==> src/rtl/destination_pkg.sv <==
// destination_pkg: shared definitions for the destination monitor.
//   - next_state output codes
//   - FSM state encoding (also driven out on o_fsm_state for debug)
//   - sensor vector bit positions
package destination_pkg;

    localparam logic [1:0] NS_STAY    = 2'b00;
    localparam logic [1:0] NS_ADVANCE = 2'b01;
    localparam logic [1:0] NS_ABORT   = 2'b11;

    typedef enum logic [2:0] {
        ST_IDLE    = 3'd0,
        ST_CLIMB   = 3'd1,
        ST_QUALIFY = 3'd2,
        ST_ARRIVED = 3'd3,
        ST_ABORT   = 3'd4
    } state_t;

    localparam int SENS_LIFE = 0;
    localparam int SENS_OXY  = 1;
    localparam int SENS_RAD  = 2;
    localparam int SENS_TEMP = 3;

endpackage

==> src/rtl/persistence_counter.sv <==
// persistence_counter: saturating up-counter for "N consecutive events" checks.
// Ports:
//   i_clk    clock, rising edge
//   i_rst_n  synchronous active-low reset
//   i_clr    clear to 0 (wins over i_inc)
//   i_inc    increment, saturating at MAX
//   o_count  current count
//   o_hit    high when this edge's increment brings the count to MAX
module persistence_counter #(
    parameter  int MAX = 4,
    localparam int W   = (MAX < 1) ? 1 : $clog2(MAX + 1)
) (
    input  logic         i_clk,
    input  logic         i_rst_n,
    input  logic         i_clr,
    input  logic         i_inc,
    output logic [W-1:0] o_count,
    output logic         o_hit
);

    localparam logic [W-1:0] MAX_V  = W'(MAX);
    localparam logic [W-1:0] LAST_V = W'(MAX - 1);

    logic [W-1:0] r_count;

    always_ff @(posedge i_clk) begin
        if (!i_rst_n)
            r_count <= '0;
        else if (i_clr)
            r_count <= '0;
        else if (i_inc && r_count != MAX_V)
            r_count <= r_count + 1'b1;
    end

    // Look-ahead so the FSM can change state on the same edge the
    // threshold is reached.
    assign o_hit   = i_inc && !i_clr && (r_count == LAST_V);
    assign o_count = r_count;

endmodule

==> src/rtl/destination_monitor.sv <==
// destination_monitor: decides when the destination has been reached.
// Samples altitude and a sensor vector on i_sample_valid, requires the
// destination condition for HOLD_CNT consecutive qualifying samples (with
// altitude hysteresis) and aborts after FAULT_CNT consecutive unhealthy ones.
// Ports:
//   i_clk, i_rst_n     clock, synchronous active-low reset
//   i_start            begin monitoring (IDLE only)
//   i_sample_valid     i_altitude / i_sens valid this cycle
//   i_altitude         unsigned altitude
//   i_sens             sensor vector
//   i_ack              sequencer accepts o_next_state (ARRIVED/ABORT only)
//   o_next_state       00 STAY, 01 ADVANCE, 11 ABORT (registered, held)
//   o_busy             high in CLIMB/QUALIFY
//   o_fsm_state        current FSM state (debug)
//   o_hold_level       current qualify count
module destination_monitor
    import destination_pkg::*;
#(
    parameter int                ALT_W     = 10,
    parameter logic [ALT_W-1:0]  ALT_TGT   = 10'b1100000000,
    parameter int                ALT_HYST  = 16,
    parameter int                N_SENS    = 4,
    parameter logic [N_SENS-1:0] OK_PAT    = 4'b1011,
    parameter logic [N_SENS-1:0] OK_MASK   = 4'b1111,
    parameter int                HOLD_CNT  = 4,
    parameter int                FAULT_CNT = 3,
    localparam int               HW        = $clog2(HOLD_CNT + 1),
    localparam int               FW        = $clog2(FAULT_CNT + 1)
) (
    input  logic              i_clk,
    input  logic              i_rst_n,
    input  logic              i_start,
    input  logic              i_sample_valid,
    input  logic [ALT_W-1:0]  i_altitude,
    input  logic [N_SENS-1:0] i_sens,
    input  logic              i_ack,
    output logic [1:0]        o_next_state,
    output logic              o_busy,
    output logic [2:0]        o_fsm_state,
    output logic [HW-1:0]     o_hold_level
);

    // Fallback floor, saturated at zero when the hysteresis exceeds the target.
    localparam int               FLOOR_I   = (int'(ALT_TGT) > ALT_HYST) ? int'(ALT_TGT) - ALT_HYST : 0;
    localparam logic [ALT_W-1:0] ALT_FLOOR = ALT_W'(FLOOR_I);
    localparam logic [FW-1:0]    FAULT_V   = FW'(FAULT_CNT);

    state_t        r_state;
    logic [1:0]    r_next_state;
    logic          r_busy;

    logic          w_healthy, w_reached, w_fallen;
    logic          w_monitoring, w_smp, w_start_acc, w_ack_acc;
    logic          w_hold_inc, w_hold_clr, w_hold_hit;
    logic          w_fault_inc, w_fault_clr, w_fault_hit, w_abort;
    logic [HW-1:0] w_hold_cnt;
    logic [FW-1:0] w_fault_cnt;

    assign w_healthy    = ((i_sens ^ OK_PAT) & OK_MASK) == '0;
    assign w_reached    = i_altitude >= ALT_TGT;
    assign w_fallen     = i_altitude <  ALT_FLOOR;

    assign w_monitoring = (r_state == ST_CLIMB) || (r_state == ST_QUALIFY);
    assign w_smp        = w_monitoring && i_sample_valid;
    assign w_start_acc  = (r_state == ST_IDLE) && i_start;
    assign w_ack_acc    = ((r_state == ST_ARRIVED) || (r_state == ST_ABORT)) && i_ack;

    // Fault counter tracks consecutive unhealthy samples: any healthy one clears it.
    assign w_fault_inc  = w_smp && !w_healthy;
    assign w_fault_clr  = w_start_acc || w_ack_acc || (w_smp && w_healthy);

    // Hold count only grows on healthy+reached; a fall below the floor in
    // QUALIFY restarts the climb from zero.
    assign w_hold_inc   = w_smp && w_healthy && w_reached;
    assign w_hold_clr   = w_start_acc || w_ack_acc ||
                          (w_smp && (r_state == ST_QUALIFY) && w_fallen);

    // Saturated-count term is defensive: the FSM leaves on the hit edge.
    assign w_abort      = w_fault_hit || (w_fault_cnt == FAULT_V);

    persistence_counter #(.MAX(HOLD_CNT)) u_hold (
        .i_clk   (i_clk),
        .i_rst_n (i_rst_n),
        .i_clr   (w_hold_clr),
        .i_inc   (w_hold_inc),
        .o_count (w_hold_cnt),
        .o_hit   (w_hold_hit)
    );

    persistence_counter #(.MAX(FAULT_CNT)) u_fault (
        .i_clk   (i_clk),
        .i_rst_n (i_rst_n),
        .i_clr   (w_fault_clr),
        .i_inc   (w_fault_inc),
        .o_count (w_fault_cnt),
        .o_hit   (w_fault_hit)
    );

    always_ff @(posedge i_clk) begin
        if (!i_rst_n) begin
            r_state      <= ST_IDLE;
            r_next_state <= NS_STAY;
            r_busy       <= 1'b0;
        end else begin
            case (r_state)
                ST_IDLE: begin
                    if (i_start) begin
                        r_state <= ST_CLIMB;
                        r_busy  <= 1'b1;
                    end
                end
                ST_CLIMB, ST_QUALIFY: begin
                    if (i_sample_valid) begin
                        // Priority: abort > arrival > climb/fallback.
                        if (w_abort) begin
                            r_state      <= ST_ABORT;
                            r_next_state <= NS_ABORT;
                            r_busy       <= 1'b0;
                        end else if (w_hold_hit) begin
                            r_state      <= ST_ARRIVED;
                            r_next_state <= NS_ADVANCE;
                            r_busy       <= 1'b0;
                        end else if (r_state == ST_CLIMB && w_hold_inc) begin
                            r_state <= ST_QUALIFY;
                        end else if (r_state == ST_QUALIFY && w_fallen) begin
                            r_state <= ST_CLIMB;
                        end
                    end
                end
                ST_ARRIVED, ST_ABORT: begin
                    if (i_ack) begin
                        r_state      <= ST_IDLE;
                        r_next_state <= NS_STAY;
                        r_busy       <= 1'b0;
                    end
                end
                default: begin
                    r_state      <= ST_IDLE;
                    r_next_state <= NS_STAY;
                    r_busy       <= 1'b0;
                end
            endcase
        end
    end

    assign o_next_state = r_next_state;
    assign o_busy       = r_busy;
    assign o_fsm_state  = r_state;
    assign o_hold_level = w_hold_cnt;

endmodule
==> config.mk <==
export PLATFORM = sky130hd
export DESIGN_NAME = destination_monitor
export DESIGN_NICKNAME = d
export VERILOG_FILES = /design/src/rtl/destination_pkg.sv /design/src/rtl/persistence_counter.sv /design/src/rtl/destination_monitor.sv
export SDC_FILE = /design/constraint.sdc
export NUM_CORES = 1
export LEC_CHECK = 0
export ABC_AREA = 1
export CELL_PAD_IN_SITES_DETAIL_PLACEMENT = 1
export CELL_PAD_IN_SITES_GLOBAL_PLACEMENT = 1
export CORE_MARGIN = 1
export CORE_UTILIZATION = 31
export CTS_CLUSTER_DIAMETER = 150
export DETAILED_ROUTE_END_ITERATION = 10
export GPL_TIMING_DRIVEN = 0
export PLACE_DENSITY = 0.87
export SETUP_SLACK_MARGIN = 0.15
export SLEW_MARGIN = 20
export SYNTH_ARGS = -nofsm -noshare
export SYNTH_HDL_FRONTEND = slang
export SYNTH_HIERARCHICAL = 1
export SYNTH_SLANG_ARGS = --single-unit
export TNS_END_PERCENT = 5
==> constraint.sdc <==
create_clock -name i_clk -period 5.4 [get_ports i_clk]
set_input_delay 1.08 -clock i_clk [delete_from_list [all_inputs] [get_ports i_clk]]
set_output_delay 1.08 -clock i_clk [all_outputs]
set_load 0.02 [all_outputs]
==> run summary <==
Worst Hold Class: reg2reg
Crit-path slowest cell: clkdlybuf4s50_1
Post-CTS Hold Fix Bufs: 0
Vias per inst: 4.64
CTS Buf Count: 3
Pwr/cell area: 380 mW/mm^2
Fin Hold WS: 0.476 ns
Synth area leader: dfxtp_1
Fillcell total: 341
Core Region: 0.00245 mm^2
1st-iter DRT viols: 5
Vias: 877
Worst setup path endpoint: o_fsm_state[0]$_SDFFE_PN0P_
Top area cells in the synthesized netlist: dfxtp_1 (27%), nand2_1 (14%), inv_1 (12%)
Post-route setup slack: 2.14 ns
Crit path kind: in2reg
Share of layout cells above drive strength 1: 9.43%
Top-count cell post-synth: nand2_1
Critical path arrival: 3.46 ns
Most used cell along the critical path: nand2_1
Final Util: 44.7%
R2R setup slack: 2.96 ns
Syn_area_per_cell: 6.09 um^2
Slew at the pin closest to its max-slew limit: 0.457 ns
Initial antenna violation count: 0
Post-CTS setup buffers: 0
R2R depth: 16
Clk sinks: 11
VDD IR max: 232 uV
DIE HEIGHT: 52.9 um
Setup WS pre-CTS: 1.79 ns
TNS Setup: 0 ns
Clock Root Buffer: clkbuf_4
RSZ-0062 raised after global routing: no
Post-route ant nets: 0
Max Slew Vio Count: 0
RD Place Congestion: 0.750
CP bufs+invs: 5
# diodes: 0
Synth Register Bits: 11
Type of origin of the critical path: primary input
Cell Chain, Critical Path: clkdlybuf4s50_1, inv_1, nor3_1, inv_1, nor4_1, inv_1, nor2_1, nand2_1, nor2_1, inv_1, nand3_2, nor2_1, nand2_1, nand2_1, nand2_1, nand2_1, nor2_1
Worst Clk Skew: 0.00213 ns
Net Count, Synth: 156
Worst r2r src: o_fsm_state[1]$_SDFFE_PN0P_
Final period util: 60.4%
Ys Warns: 6
Max-Cap Viols: 0
End of the worst register-to-register path: o_fsm_state[0]$_SDFFE_PN0P_
Outcome: complete, no violations
Leak pwr: 0.505 nW
Post-DP HPWL: 1.88 mm
CTS tree: done
EDFF count, synth: 0
Die Wd: 52.9 um
CP Launch Point: i_sample_valid
Final instance area: 0.00110 mm^2
Slew HR: 69.4%
Top FF cell, synth: dfxtp_1
GRT Util Overall: 17.0%
Gate Count Post-Synth: 132
Nature of the critical path endpoint: register
Mapped Area: 803 um^2
WL final: 2.21 mm
H-tree Lvls: 1
Clock transition at path regs: 0.07 ns
Worst skew pair latency: 0.27 ns
Number of global-route vias before repair: 887
Final count of hold timing violations: 0
Initial DRT Pass Iterations: 4
CP max FO: 7
Final #Nets: 184
CTS max path bufs: 2
Routed WL per cell: 11.7 um
Fmax: 307 MHz
Delay of the slowest critical-path stage: 0.48 ns
Required time of the worst setup path: 5.60 ns
Levels on crit path: 17
Total die area: 0.00280 mm^2
I/O pin count: 28
Initial core utilization: 32.7%
Synth cell count leaders: nand2_1 (31), inv_1 (25), nor2_1 (23)
Post-synthesis sequential area ratio: 27.4%
Cts repair resizes: 0
Area Growth Syn to Fin: 36.6%
Largest net degree at the start of global routing: 9
First-pass GRT wire length: 3.45 mm
Num rows: 18
GRT Residual Overflow: 0
Area after DPL: 0.00107 mm^2
CP delay by family, top: simple AND/OR/NAND/NOR gates
Synth cell types: 19
DRC: 0
Fraction of registers with async set or reset after synthesis: 0%
# setup viols final: 0
Synth top area share: 27.4%
Port bufs: 23
Tmin final: 3.26 ns
power by group:
part	internal (mW)	switching [mW]	total, mW
clock	0.0286	0.0275	0.0562
sequential	0.0983	0.0187	0.117
combinational	0.0935	0.150	0.244
total	0.220	0.197	0.417
per-layer routing:
metal	up-vias	track usage (%)	part of all wire, %
met4	0	8.77	1.3
met1	392	18.1	44
met5	-	0	0
li1	459	-	-
met3	4	2.01	4.4
met2	22	32.1	50
layout by cell type, fill, tap and decap left out:
master / synthesis / layout
a21boi_1: 1 / 1
a21boi_2: 1 / 1
a21oi_1: 6 / 6
a21oi_2: 1 / 1
clkbuf_1: 0 / 1
clkbuf_4: 0 / 3
clkdlybuf4s50_1: 0 / 23
dfxtp_1: 11 / 11
ha_1: 5 / 5
inv_1: 25 / 25
inv_2: 1 / 1
nand2_1: 31 / 31
nand2_2: 3 / 3
nand3_1: 8 / 8
nand3_2: 2 / 2
nand4_1: 2 / 2
nor2_1: 23 / 23
nor2_2: 3 / 3
nor2_4: 1 / 1
nor3_1: 3 / 3
nor4_1: 1 / 1
o21ai_0: 4 / 4
worst min path at each step:
stage | end | depth (start not counted) | start
2_1_floorplan | u_fault/o_count[1]$_SDFFE_PP0P_ | 2 | u_fault/o_count[1]$_SDFFE_PP0P_
3_3_place_gp | o_next_state[1]$_SDFFE_PN0P_ | 2 | o_next_state[1]$_SDFFE_PN0P_
3_5_place_dp | o_next_state[1]$_SDFFE_PN0P_ | 2 | o_next_state[1]$_SDFFE_PN0P_
4_1_cts | o_next_state[1]$_SDFFE_PN0P_ | 2 | o_next_state[1]$_SDFFE_PN0P_
5_1_grt | o_next_state[1]$_SDFFE_PN0P_ | 2 | o_next_state[1]$_SDFFE_PN0P_
6_report | o_next_state[1]$_SDFFE_PN0P_ | 2 | o_next_state[1]$_SDFFE_PN0P_
area by class of cell:
type	count	area, um^2	share of cell area, %
Multi-Input combinational cell	95	485	44.2
Clock buffer	4	26.3	2.39
Timing Repair Buffer	23	230	21.0
Sequential cell	11	220	20.1
Tap cell	30	37.5	3.42
Inverter	26	97.6	8.89
state kept, by name, indices dropped and copies added, names as in the netlist:
name and count:
o_busy 1, o_fsm_state 3, o_next_state 2, u_fault/o_count 2
u_hold/o_count 3
worst register-to-register path: cells and delay by family, from the launching register on:
family,cells,cell delay (ns)
flops,1,0.44
simple gates,13,1.67
buf+inv,3,0.26
metrics by stage:
step	power (mW)	std cells
after global routing	0.462	189
after global placement	0.351	185
after floorplan	0.288	132
after CTS	0.425	189
after detailed placement	0.366	185
final	0.417	189
cells by family after synthesis:
group | synth area share [%]
and+or+nand+nor | 43.0
adders and majority gates | 7.79
AOI/OAI and AO/OA | 9.66
DFF | 27.4
buffers and inverters | 12.1
No activity file was read; power rests on OpenSTA's default activity.
